--- src/rtl/mem_access_if.sv ---
// Data-bus interface between the MEM stage (master) and data memory (slave).
// Requests are registered by the master; ack and rdata come back in the same cycle.
interface mem_access_if #(
  parameter int ADDR_W = 32,
  parameter int DATA_W = 32
);
  logic                req;
  logic                we;
  logic [ADDR_W-1:0]   addr;
  logic [DATA_W/8-1:0] sel;
  logic [DATA_W-1:0]   wdata;
  logic                ack;
  logic [DATA_W-1:0]   rdata;

  modport master (output req, we, addr, sel, wdata, input ack, rdata);
  modport slave  (input req, we, addr, sel, wdata, output ack, rdata);
endinterface

--- src/rtl/mem_access.sv ---
// MEM pipeline stage: big-endian loads/stores over a req/ack data bus with pipeline stall.
// Optional misaligned-access exception enabled by defining MEM_ALIGN_CHECK_EN.
module mem_access #(
  parameter int ADDR_W = 32,
  parameter int DATA_W = 32
) (
  input  logic              clk,
  input  logic              rst,
  input  logic [4:0]        wd_i,
  input  logic              wreg_i,
  input  logic [DATA_W-1:0] wdata_i,
  input  logic              whilo_i,
  input  logic [DATA_W-1:0] hi_i,
  input  logic [DATA_W-1:0] lo_i,
  input  logic [7:0]        aluop_i,
  input  logic [ADDR_W-1:0] mem_addr_i,
  input  logic [DATA_W-1:0] reg2_i,
  output logic [4:0]        mem_wd,
  output logic              mem_wreg,
  output logic [DATA_W-1:0] mem_wdata,
  output logic              mem_whilo,
  output logic [DATA_W-1:0] mem_hi,
  output logic [DATA_W-1:0] mem_lo,
  output logic              stallreq,
`ifdef MEM_ALIGN_CHECK_EN
  output logic              excp_align,
  output logic [ADDR_W-1:0] excp_badaddr,
`endif
  mem_access_if.master      dbus
);

  localparam logic [7:0] EXE_LB_OP  = 8'b1110_0000;
  localparam logic [7:0] EXE_LBU_OP = 8'b1110_0100;
  localparam logic [7:0] EXE_LH_OP  = 8'b1110_0001;
  localparam logic [7:0] EXE_LHU_OP = 8'b1110_0101;
  localparam logic [7:0] EXE_LW_OP  = 8'b1110_0011;
  localparam logic [7:0] EXE_SB_OP  = 8'b1110_1000;
  localparam logic [7:0] EXE_SH_OP  = 8'b1110_1001;
  localparam logic [7:0] EXE_SW_OP  = 8'b1110_1011;

  typedef enum logic [1:0] {IDLE, BUSY, DONE} state_t;
  typedef enum logic [1:0] {SZ_BYTE, SZ_HALF, SZ_WORD} size_t;

  state_t            state, state_next;
  size_t             acc_size;
  logic              is_load, is_store, is_sign, is_mem;
  logic              start_acc, end_acc, stall_c;
  logic [1:0]        addr_lo;
  logic [3:0]        sel_c;
  logic [DATA_W-1:0] wdata_c, load_c, rdata_q;
  logic [7:0]        byte_lane;
  logic [15:0]       half_lane;
`ifdef MEM_ALIGN_CHECK_EN
  logic              misaligned, misalign_hit, excp_q;
`endif

  assign addr_lo = mem_addr_i[1:0];
  assign is_mem  = is_load | is_store;

  always_comb begin
    is_load  = 1'b0;
    is_store = 1'b0;
    is_sign  = 1'b0;
    acc_size = SZ_WORD;
    case (aluop_i)
      EXE_LB_OP:  begin is_load = 1'b1; is_sign = 1'b1; acc_size = SZ_BYTE; end
      EXE_LBU_OP: begin is_load = 1'b1; acc_size = SZ_BYTE; end
      EXE_LH_OP:  begin is_load = 1'b1; is_sign = 1'b1; acc_size = SZ_HALF; end
      EXE_LHU_OP: begin is_load = 1'b1; acc_size = SZ_HALF; end
      EXE_LW_OP:  is_load = 1'b1;
      EXE_SB_OP:  begin is_store = 1'b1; acc_size = SZ_BYTE; end
      EXE_SH_OP:  begin is_store = 1'b1; acc_size = SZ_HALF; end
      EXE_SW_OP:  is_store = 1'b1;
      default: ;
    endcase
  end

  // Big-endian lanes: address offset 0 is the most significant byte.
  always_comb begin
    sel_c     = 4'b1111;
    wdata_c   = reg2_i;
    byte_lane = dbus.rdata[31:24];
    half_lane = dbus.rdata[31:16];
    load_c    = dbus.rdata;
    case (acc_size)
      SZ_BYTE: begin
        sel_c   = 4'b1000 >> addr_lo;
        wdata_c = {4{reg2_i[7:0]}};
        case (addr_lo)
          2'd0:    byte_lane = dbus.rdata[31:24];
          2'd1:    byte_lane = dbus.rdata[23:16];
          2'd2:    byte_lane = dbus.rdata[15:8];
          default: byte_lane = dbus.rdata[7:0];
        endcase
        load_c = is_sign ? {{24{byte_lane[7]}}, byte_lane} : {24'b0, byte_lane};
      end
      SZ_HALF: begin
        sel_c     = addr_lo[1] ? 4'b0011 : 4'b1100;
        wdata_c   = {2{reg2_i[15:0]}};
        half_lane = addr_lo[1] ? dbus.rdata[15:0] : dbus.rdata[31:16];
        load_c    = is_sign ? {{16{half_lane[15]}}, half_lane} : {16'b0, half_lane};
      end
      default: ;
    endcase
  end

`ifdef MEM_ALIGN_CHECK_EN
  assign misaligned = ((acc_size == SZ_HALF) && addr_lo[0]) ||
                      ((acc_size == SZ_WORD) && (addr_lo != 2'd0));
`endif

  always_ff @(posedge clk or posedge rst) begin
    if (rst) state <= IDLE;
    else     state <= state_next;
  end

  always_comb begin
    state_next = state;
    start_acc  = 1'b0;
    end_acc    = 1'b0;
    stall_c    = 1'b0;
`ifdef MEM_ALIGN_CHECK_EN
    misalign_hit = 1'b0;
`endif
    case (state)
      IDLE: begin
        if (is_mem) begin
          stall_c = 1'b1;
`ifdef MEM_ALIGN_CHECK_EN
          if (misaligned) begin
            misalign_hit = 1'b1;
            state_next   = DONE;
          end else begin
            start_acc  = 1'b1;
            state_next = BUSY;
          end
`else
          start_acc  = 1'b1;
          state_next = BUSY;
`endif
        end
      end
      BUSY: begin
        stall_c = 1'b1;
        if (dbus.ack) begin
          end_acc    = 1'b1;
          state_next = DONE;
        end
      end
      DONE:    state_next = IDLE;
      default: state_next = IDLE;
    endcase
  end

  // Bus fields are loaded once per access and held until the next start.
  always_ff @(posedge clk or posedge rst) begin
    if (rst) begin
      dbus.req   <= 1'b0;
      dbus.we    <= 1'b0;
      dbus.addr  <= '0;
      dbus.sel   <= '0;
      dbus.wdata <= '0;
      rdata_q    <= '0;
    end else begin
      if (start_acc) begin
        dbus.req   <= 1'b1;
        dbus.we    <= is_store;
        dbus.addr  <= {mem_addr_i[ADDR_W-1:2], 2'b00};
        dbus.sel   <= sel_c;
        dbus.wdata <= wdata_c;
      end
      if (end_acc) begin
        dbus.req <= 1'b0;
        rdata_q  <= load_c;
      end
    end
  end

`ifdef MEM_ALIGN_CHECK_EN
  always_ff @(posedge clk or posedge rst) begin
    if (rst) excp_q <= 1'b0;
    else     excp_q <= misalign_hit;
  end
`endif

  always_comb begin
    mem_wd    = wd_i;
    mem_wreg  = wreg_i;
    mem_whilo = whilo_i;
    mem_hi    = hi_i;
    mem_lo    = lo_i;
    mem_wdata = ((state == DONE) && is_load) ? rdata_q : wdata_i;
    stallreq  = stall_c;
`ifdef MEM_ALIGN_CHECK_EN
    excp_align   = (state == DONE) && excp_q;
    excp_badaddr = excp_align ? mem_addr_i : '0;
    if (excp_align) begin
      mem_wreg  = 1'b0;
      mem_wdata = wdata_i;
    end
`endif
    if (rst) begin
      mem_wd    = 5'd0;
      mem_wreg  = 1'b0;
      mem_wdata = '0;
      mem_whilo = 1'b0;
      mem_hi    = '0;
      mem_lo    = '0;
      stallreq  = 1'b0;
`ifdef MEM_ALIGN_CHECK_EN
      excp_align   = 1'b0;
      excp_badaddr = '0;
`endif
    end
  end

endmodule

--- src/flat_wrapper.sv ---
// flat-port wrapper written by rule: the top's interface ports become plain ports
module mem_access_flat 
#(
  parameter int ADDR_W = 32,
  parameter int DATA_W = 32
)
  (clk, rst, wd_i, wreg_i, wdata_i, whilo_i, hi_i, lo_i, aluop_i, mem_addr_i, reg2_i, mem_wd, mem_wreg, mem_wdata, mem_whilo, mem_hi, mem_lo, stallreq, dbus_req, dbus_we, dbus_addr, dbus_sel, dbus_wdata, dbus_ack, dbus_rdata);
  mem_access_if #(.ADDR_W(ADDR_W), .DATA_W(DATA_W)) dbus_i ();
  input  logic clk;
  input  logic rst;
  input  logic [4:0] wd_i;
  input  logic wreg_i;
  input  logic [DATA_W-1:0] wdata_i;
  input  logic whilo_i;
  input  logic [DATA_W-1:0] hi_i;
  input  logic [DATA_W-1:0] lo_i;
  input  logic [7:0] aluop_i;
  input  logic [ADDR_W-1:0] mem_addr_i;
  input  logic [DATA_W-1:0] reg2_i;
  output logic [4:0] mem_wd;
  output logic mem_wreg;
  output logic [DATA_W-1:0] mem_wdata;
  output logic mem_whilo;
  output logic [DATA_W-1:0] mem_hi;
  output logic [DATA_W-1:0] mem_lo;
  output logic stallreq;
  output wire logic [$bits(dbus_i.req)-1:0] dbus_req;
  output wire logic [$bits(dbus_i.we)-1:0] dbus_we;
  output wire logic [$bits(dbus_i.addr)-1:0] dbus_addr;
  output wire logic [$bits(dbus_i.sel)-1:0] dbus_sel;
  output wire logic [$bits(dbus_i.wdata)-1:0] dbus_wdata;
  input wire logic [$bits(dbus_i.ack)-1:0] dbus_ack;
  input wire logic [$bits(dbus_i.rdata)-1:0] dbus_rdata;
  assign dbus_req = dbus_i.req;
  assign dbus_we = dbus_i.we;
  assign dbus_addr = dbus_i.addr;
  assign dbus_sel = dbus_i.sel;
  assign dbus_wdata = dbus_i.wdata;
  assign dbus_i.ack = dbus_ack;
  assign dbus_i.rdata = dbus_rdata;
  mem_access #(.ADDR_W(ADDR_W), .DATA_W(DATA_W)) u_core (.clk(clk), .rst(rst), .wd_i(wd_i), .wreg_i(wreg_i), .wdata_i(wdata_i), .whilo_i(whilo_i), .hi_i(hi_i), .lo_i(lo_i), .aluop_i(aluop_i), .mem_addr_i(mem_addr_i), .reg2_i(reg2_i), .mem_wd(mem_wd), .mem_wreg(mem_wreg), .mem_wdata(mem_wdata), .mem_whilo(mem_whilo), .mem_hi(mem_hi), .mem_lo(mem_lo), .stallreq(stallreq), .dbus(dbus_i));
endmodule
--- config.mk ---
export PLATFORM = sky130hd
export DESIGN_NAME = mem_access_flat
export DESIGN_NICKNAME = d
export VERILOG_FILES = /design/src/rtl/mem_access_if.sv /design/src/rtl/mem_access.sv /design/src/flat_wrapper.sv
export SDC_FILE = /design/constraint.sdc
export NUM_CORES = 1
export LEC_CHECK = 0
export CORE_AREA = 2 2 151 153
export DETAILED_ROUTE_END_ITERATION = 8
export DIE_AREA = 0 0 153 155
export GPL_TIMING_DRIVEN = 0
export SYNTH_ARGS = -nofsm -noshare
export SYNTH_HDL_FRONTEND = slang
export SYNTH_SLANG_ARGS = --single-unit
--- constraint.sdc ---
create_clock -name clk -period 8 [get_ports clk]
set_input_delay 0.8 -clock clk [delete_from_list [all_inputs] [get_ports clk]]
set_output_delay 0.8 -clock clk [all_outputs]
set_load 0.05 [all_outputs]
-- After elaboration in Yosys (flattened, before gate mapping)
Cells that the tools add are included.
- register bits: 102
- output and inout port bits: 174
- word-level logic and storage cells: 65
- equal/unequal tests: 15
- shift operators: 1
- multiplexer cells: 30
- bitwise gates (word level): 1
- reduce and logical (&&, ||, !) cells: 11
- operator list (kind ; number):
    32-bit 2-to-1 mux ; 6
    32-bit case mux with 2 select lines ; 2
    8-bit == test, second input constant ; 8
    8-bit case mux with 3 select lines ; 1
    16-bit 2-to-1 mux ; 1
    1-bit 2-to-1 mux ; 12
    3-bit OR reduction ; 3
    2-bit case mux with 2 select lines ; 2
    4-bit case mux with 2 select lines ; 1
    2-bit by 1-bit == test with 1-bit output, second input constant ; 3
    2-bit zero test ; 3
    5-bit 2-to-1 mux ; 1
    5-bit OR reduction ; 1
    2-bit == test, second input constant ; 2
    2-bit 2-to-1 mux ; 2
    4-bit 2-to-1 mux ; 1
    4-bit by 2-bit right shift with 4-bit output, first input constant ; 1
    2-bit by 1-bit inequality test with 1-bit output, second input constant ; 1
    2-bit inequality test, second input constant ; 1
    1-bit case mux with 2 select lines ; 1
    2-bit AND reduction ; 1
    2-bit nonzero test ; 1
    2-bit OR reduction ; 1
    1-bit logical AND ; 1
    1-bit bitwise OR ; 1

-- Logic depth before layout (Yosys ltp)
- word-level depth: 8
- depth in mapped cells: 7
- mapped depth without buffers: 5

-- Least setup slack after synthesis
No wires, ideal clock.
- path kind: input -> output
- start point: in aluop_i[4]
- end point: out mem_wdata[10]
- arrival: 2.603 ns
- required time: 7.200 ns
- setup slack: 4.597 ns
- cell stages on the path: 6
- cells stage by stage: nand4b_1 > buf_2 > a2111oi_4 > buf_2 > nand2_1 > a21oi_1
- word-level cells in the longest chain between the ends: 6
- elaborated cells on any way between the ends: 10
- classes of those cells: eq/ne (5); mux (3); reduce/logical (2)
- ends and longest elaborated chain (element ; RTL line ; RTL):
    from (decl) ; flat_wrapper.sv:17 ; input logic [7:0] aluop_i;
    8-bit == test ; mem_access.sv:65 ; case (aluop_i)
    5-bit OR reduction (no source line) * ; n/a ;
    1-bit 2-to-1 mux * ; mem_access.sv:65 ;
    1-bit logical AND * ; mem_access.sv:192 ; mem_wdata = ((state == DONE) && is_load) ? rdata_q : wdata_i;
    32-bit 2-to-1 mux * ; mem_access.sv:192 ;
    32-bit 2-to-1 mux * ; mem_access.sv:202 ; if (rst) begin
    to (decl) ; flat_wrapper.sv:22 ; output logic [DATA_W-1:0] mem_wdata;
Every way passes the cells marked *; elsewhere a longest branch is shown, timed or not.

-- Worst setup path in the final report
- start point: in aluop_i[0]
- end point: out mem_wdata[10]
Same word-level chain as after synthesis.

==> out/qor.csv <==
metric,value,unit
status,"complete, no violations",
IO Count,384,
DRT Pass-1 Iters,7,
total wire length,25630,um
VDD IR max,125.9,uV
Placed Area,10420,sq um
DR DRC count,0,
FILL cells,2194,
Fmax achieved,216.1,MHz
Least-Margin Pin Slew,0.8578,ns
RR Endpoint,u_core.rdata_q[3],
1st-iter DRT viols,384,
critical path launch point type,primary input,
post-synth top area share,40.95,%
Final Hold Slack,0.5045,ns
nets@finish,1231,
Gate Count Post-Synth,629,
FF-to-FF setup slack,6.18,ns
largest net degree at the start of global routing,64,
Slew Limit Fails,0,
fraction of layout cells with a size suffix above 1,12.98,%
Worst EP required,7.20,ns
final setup fails,0,
placed insts,1295,
GRT Resource Usage Total,21.02,%
Clk pwr share,18.4,%
Setup CP Type,primary input to primary output,
dpl ws,3.375,ns
later-pin clock latency in the skew report,0.36,ns
Critical R2R Launch,u_core.state[1],
Post-CTS Resized,0,
vias in the first global route,6370,
WL per Instance,19.56,um
first-pass GRT wire length,38500,um
"flops & latches, synth",102,
antenna-violating nets left,0,
Crit path max-delay family,buffers and inverters,
Max stage delay on crit path,0.87,ns
P_int,1.349,mW
Detailed Place HPWL,20280,um
"Slowest-stage cell, CP",clkdlybuf4s50_1,
Core ar.,22230,sq um
most frequent cell after synthesis,nand2_1,
CTS max path bufs,2,
Clock transition at path regs,0.07,ns
ant diodes,0,
Critical Path End Type,primary output,
Tot Pwr,2.309,mW
Worst Path Max Fanout,10,
Area Overhead vs Synth,71.50,%
postcts setup bufs,0,
Post-Layout Cell Count,1310,
reg2reg path depth,5,
post-synth cell types,40,
Logic pwr share,48.7,%
via count,6230,
antenna violations before repair,0,
CTS tree,done,
register share of total power,33.0,%
total grt overflow,0,
leakage,4.539,nW
min Tclk post-route,4.629,ns
setup_tns,0,ns
synthesized cell area,6233,sq um
"most used cell, CP",clkdlybuf4s50_1,
hold-critical path depth,2,
Hold Crit Class,flip-flop to flip-flop,
Worst Path Buf+Inv,3,
final hold viol count,0,
# rows,55,
Layout Utilization,48.09,%
"Seq/Total Area, Yosys",40.95,%
Die Area,23720,sq um
Arrival @ worst endpoint,3.83,ns
Die X,153,um
mean post-synth cell area,9.910,sq um
Synth area leaders,"dfrtp_1, mux2_4, nor2b_1, nand2_1, a21oi_1",
TritonCTS Buffers,9,
Clock Skew,0.01030,ns
post-route setup slack,3.371,ns
Routability Congestion,0.8614,
number of hold buffers added after CTS,0,
Vias/cell,4.756,
H-tree levels,3,
clk root buf,clkbuf_16,
PortBufs,379,
Synth area leader,dfrtp_1,
CTS Sinks,102,
Async SR Flop Fraction,100.0,%
max-cap violation count,0,
Synthesis Warnings,0,
Sw Share,41.58,%
design area,10690,sq um
max_slew headroom,42.47,%
hold path start,u_core.rdata_q[2],
CP Cell Sequence,clkdlybuf4s50_1 > nand2b_1 > a2111oi_4 > buf_2 > nand2_1 > a21oi_1 > clkdlybuf4s50_1,
synth cell count leaders,"nand2_1, dfrtp_1, nor2b_1",
Power Dens Cells,216.0,nW/um^2
RSZ-0062 raised after global routing,false,
Tcrit/Tclk final,57.86,%
net switching power,960.0,uW
top_reg_cell synth,dfrtp_1,
initial core utilization,28.04,%
hold endpoint,u_core.rdata_q[2],
Post-synth EDFFs,0,
Die Height,155,um
[state kept, by name (all words and copies together) (netlist names)]
name	count
u_core.dbus.addr	30
u_core.dbus.req	1
u_core.dbus.sel	4
u_core.dbus.wdata	32
u_core.dbus.we	1
u_core.rdata_q	32
u_core.state	2
[worst max-delay path by stage]
stage / startpoint / slack [ns] / depth (start not counted) / endpoint
after floorplan: rst / 4.12 / 3 / u_core.dbus.addr[10]
after global placement: rst / 2.40 / 3 / u_core.dbus.wdata[15]
after detailed placement: aluop_i[7] / 3.38 / 8 / mem_wdata[10]
after CTS: aluop_i[0] / 3.36 / 7 / mem_wdata[10]
after global routing: aluop_i[4] / 3.23 / 8 / mem_wdata[10]
final: aluop_i[0] / 3.37 / 7 / mem_wdata[10]
[power groups by stage]
stage | Combinational (mW) | Clock, mW | Sequential [mW]
after floorplan | 0.372 | 0 | 1.08
after global placement | 1.12 | 0 | 0.766
after detailed placement | 1.13 | 0 | 0.763
after CTS | 1.13 | 0.436 | 0.761
after global routing | 1.18 | 0.454 | 0.779
final | 1.12 | 0.424 | 0.761
[cell type report]
class,count,area (sq um),area share (%)
buffer,52,281.5,2.633
inverter,13,51.30,0.4799
clock inverter,6,47.55,0.4448
timing repair buffer,380,3821,35.74
clock buffer,9,225.2,2.107
tap,285,356.6,3.336
multi-input combinational,463,3354,31.38
sequential,102,2552,23.88
[cell families after synthesis]
group	Yosys count	share of synthesized area, %
AOI/OAI and AO/OA	146	15.54
buffers and inverters	65	5.299
DFF	102	40.95
muxes	93	20.55
other	1	0.06016
and+or+nand+nor	222	17.60
[metal layers]
metal / vias up / routed length (um) / global-route usage (%)
met5: - / 0 / 0
met1: 2964 / 10630 / 26.41
met4: 0 / 187 / 3.527
li1: 2960 / - / -
met3: 16 / 2166 / 6.574
met2: 290 / 12650 / 36.17
[worst reg2reg max path, stage by stage, from the launching register on]
cell and delay [ns]:
dfrtp_1 0.44, nand3b_1 0.21, clkinv_1 0.17, clkbuf_1 0.43
nand2_1 0.26, o21ai_0 0.23
[cell usage in the layout (no fill, tap or decap), types with 11 or more instances in the layout]
cell	netlist	routed
a21oi_1	59	59
clkbuf_1	27	27
nand2_1	103	103
dfrtp_1	102	102
clkdlybuf4s50_1	0	379
a31oi_1	11	11
inv_1	12	11
nor2b_1	74	74
mux2_4	59	59
mux2_2	14	14
buf_2	12	12
mux2i_1	17	17
nor2_1	33	33
o21ai_0	25	25
(Power assumes the default switching activity.)
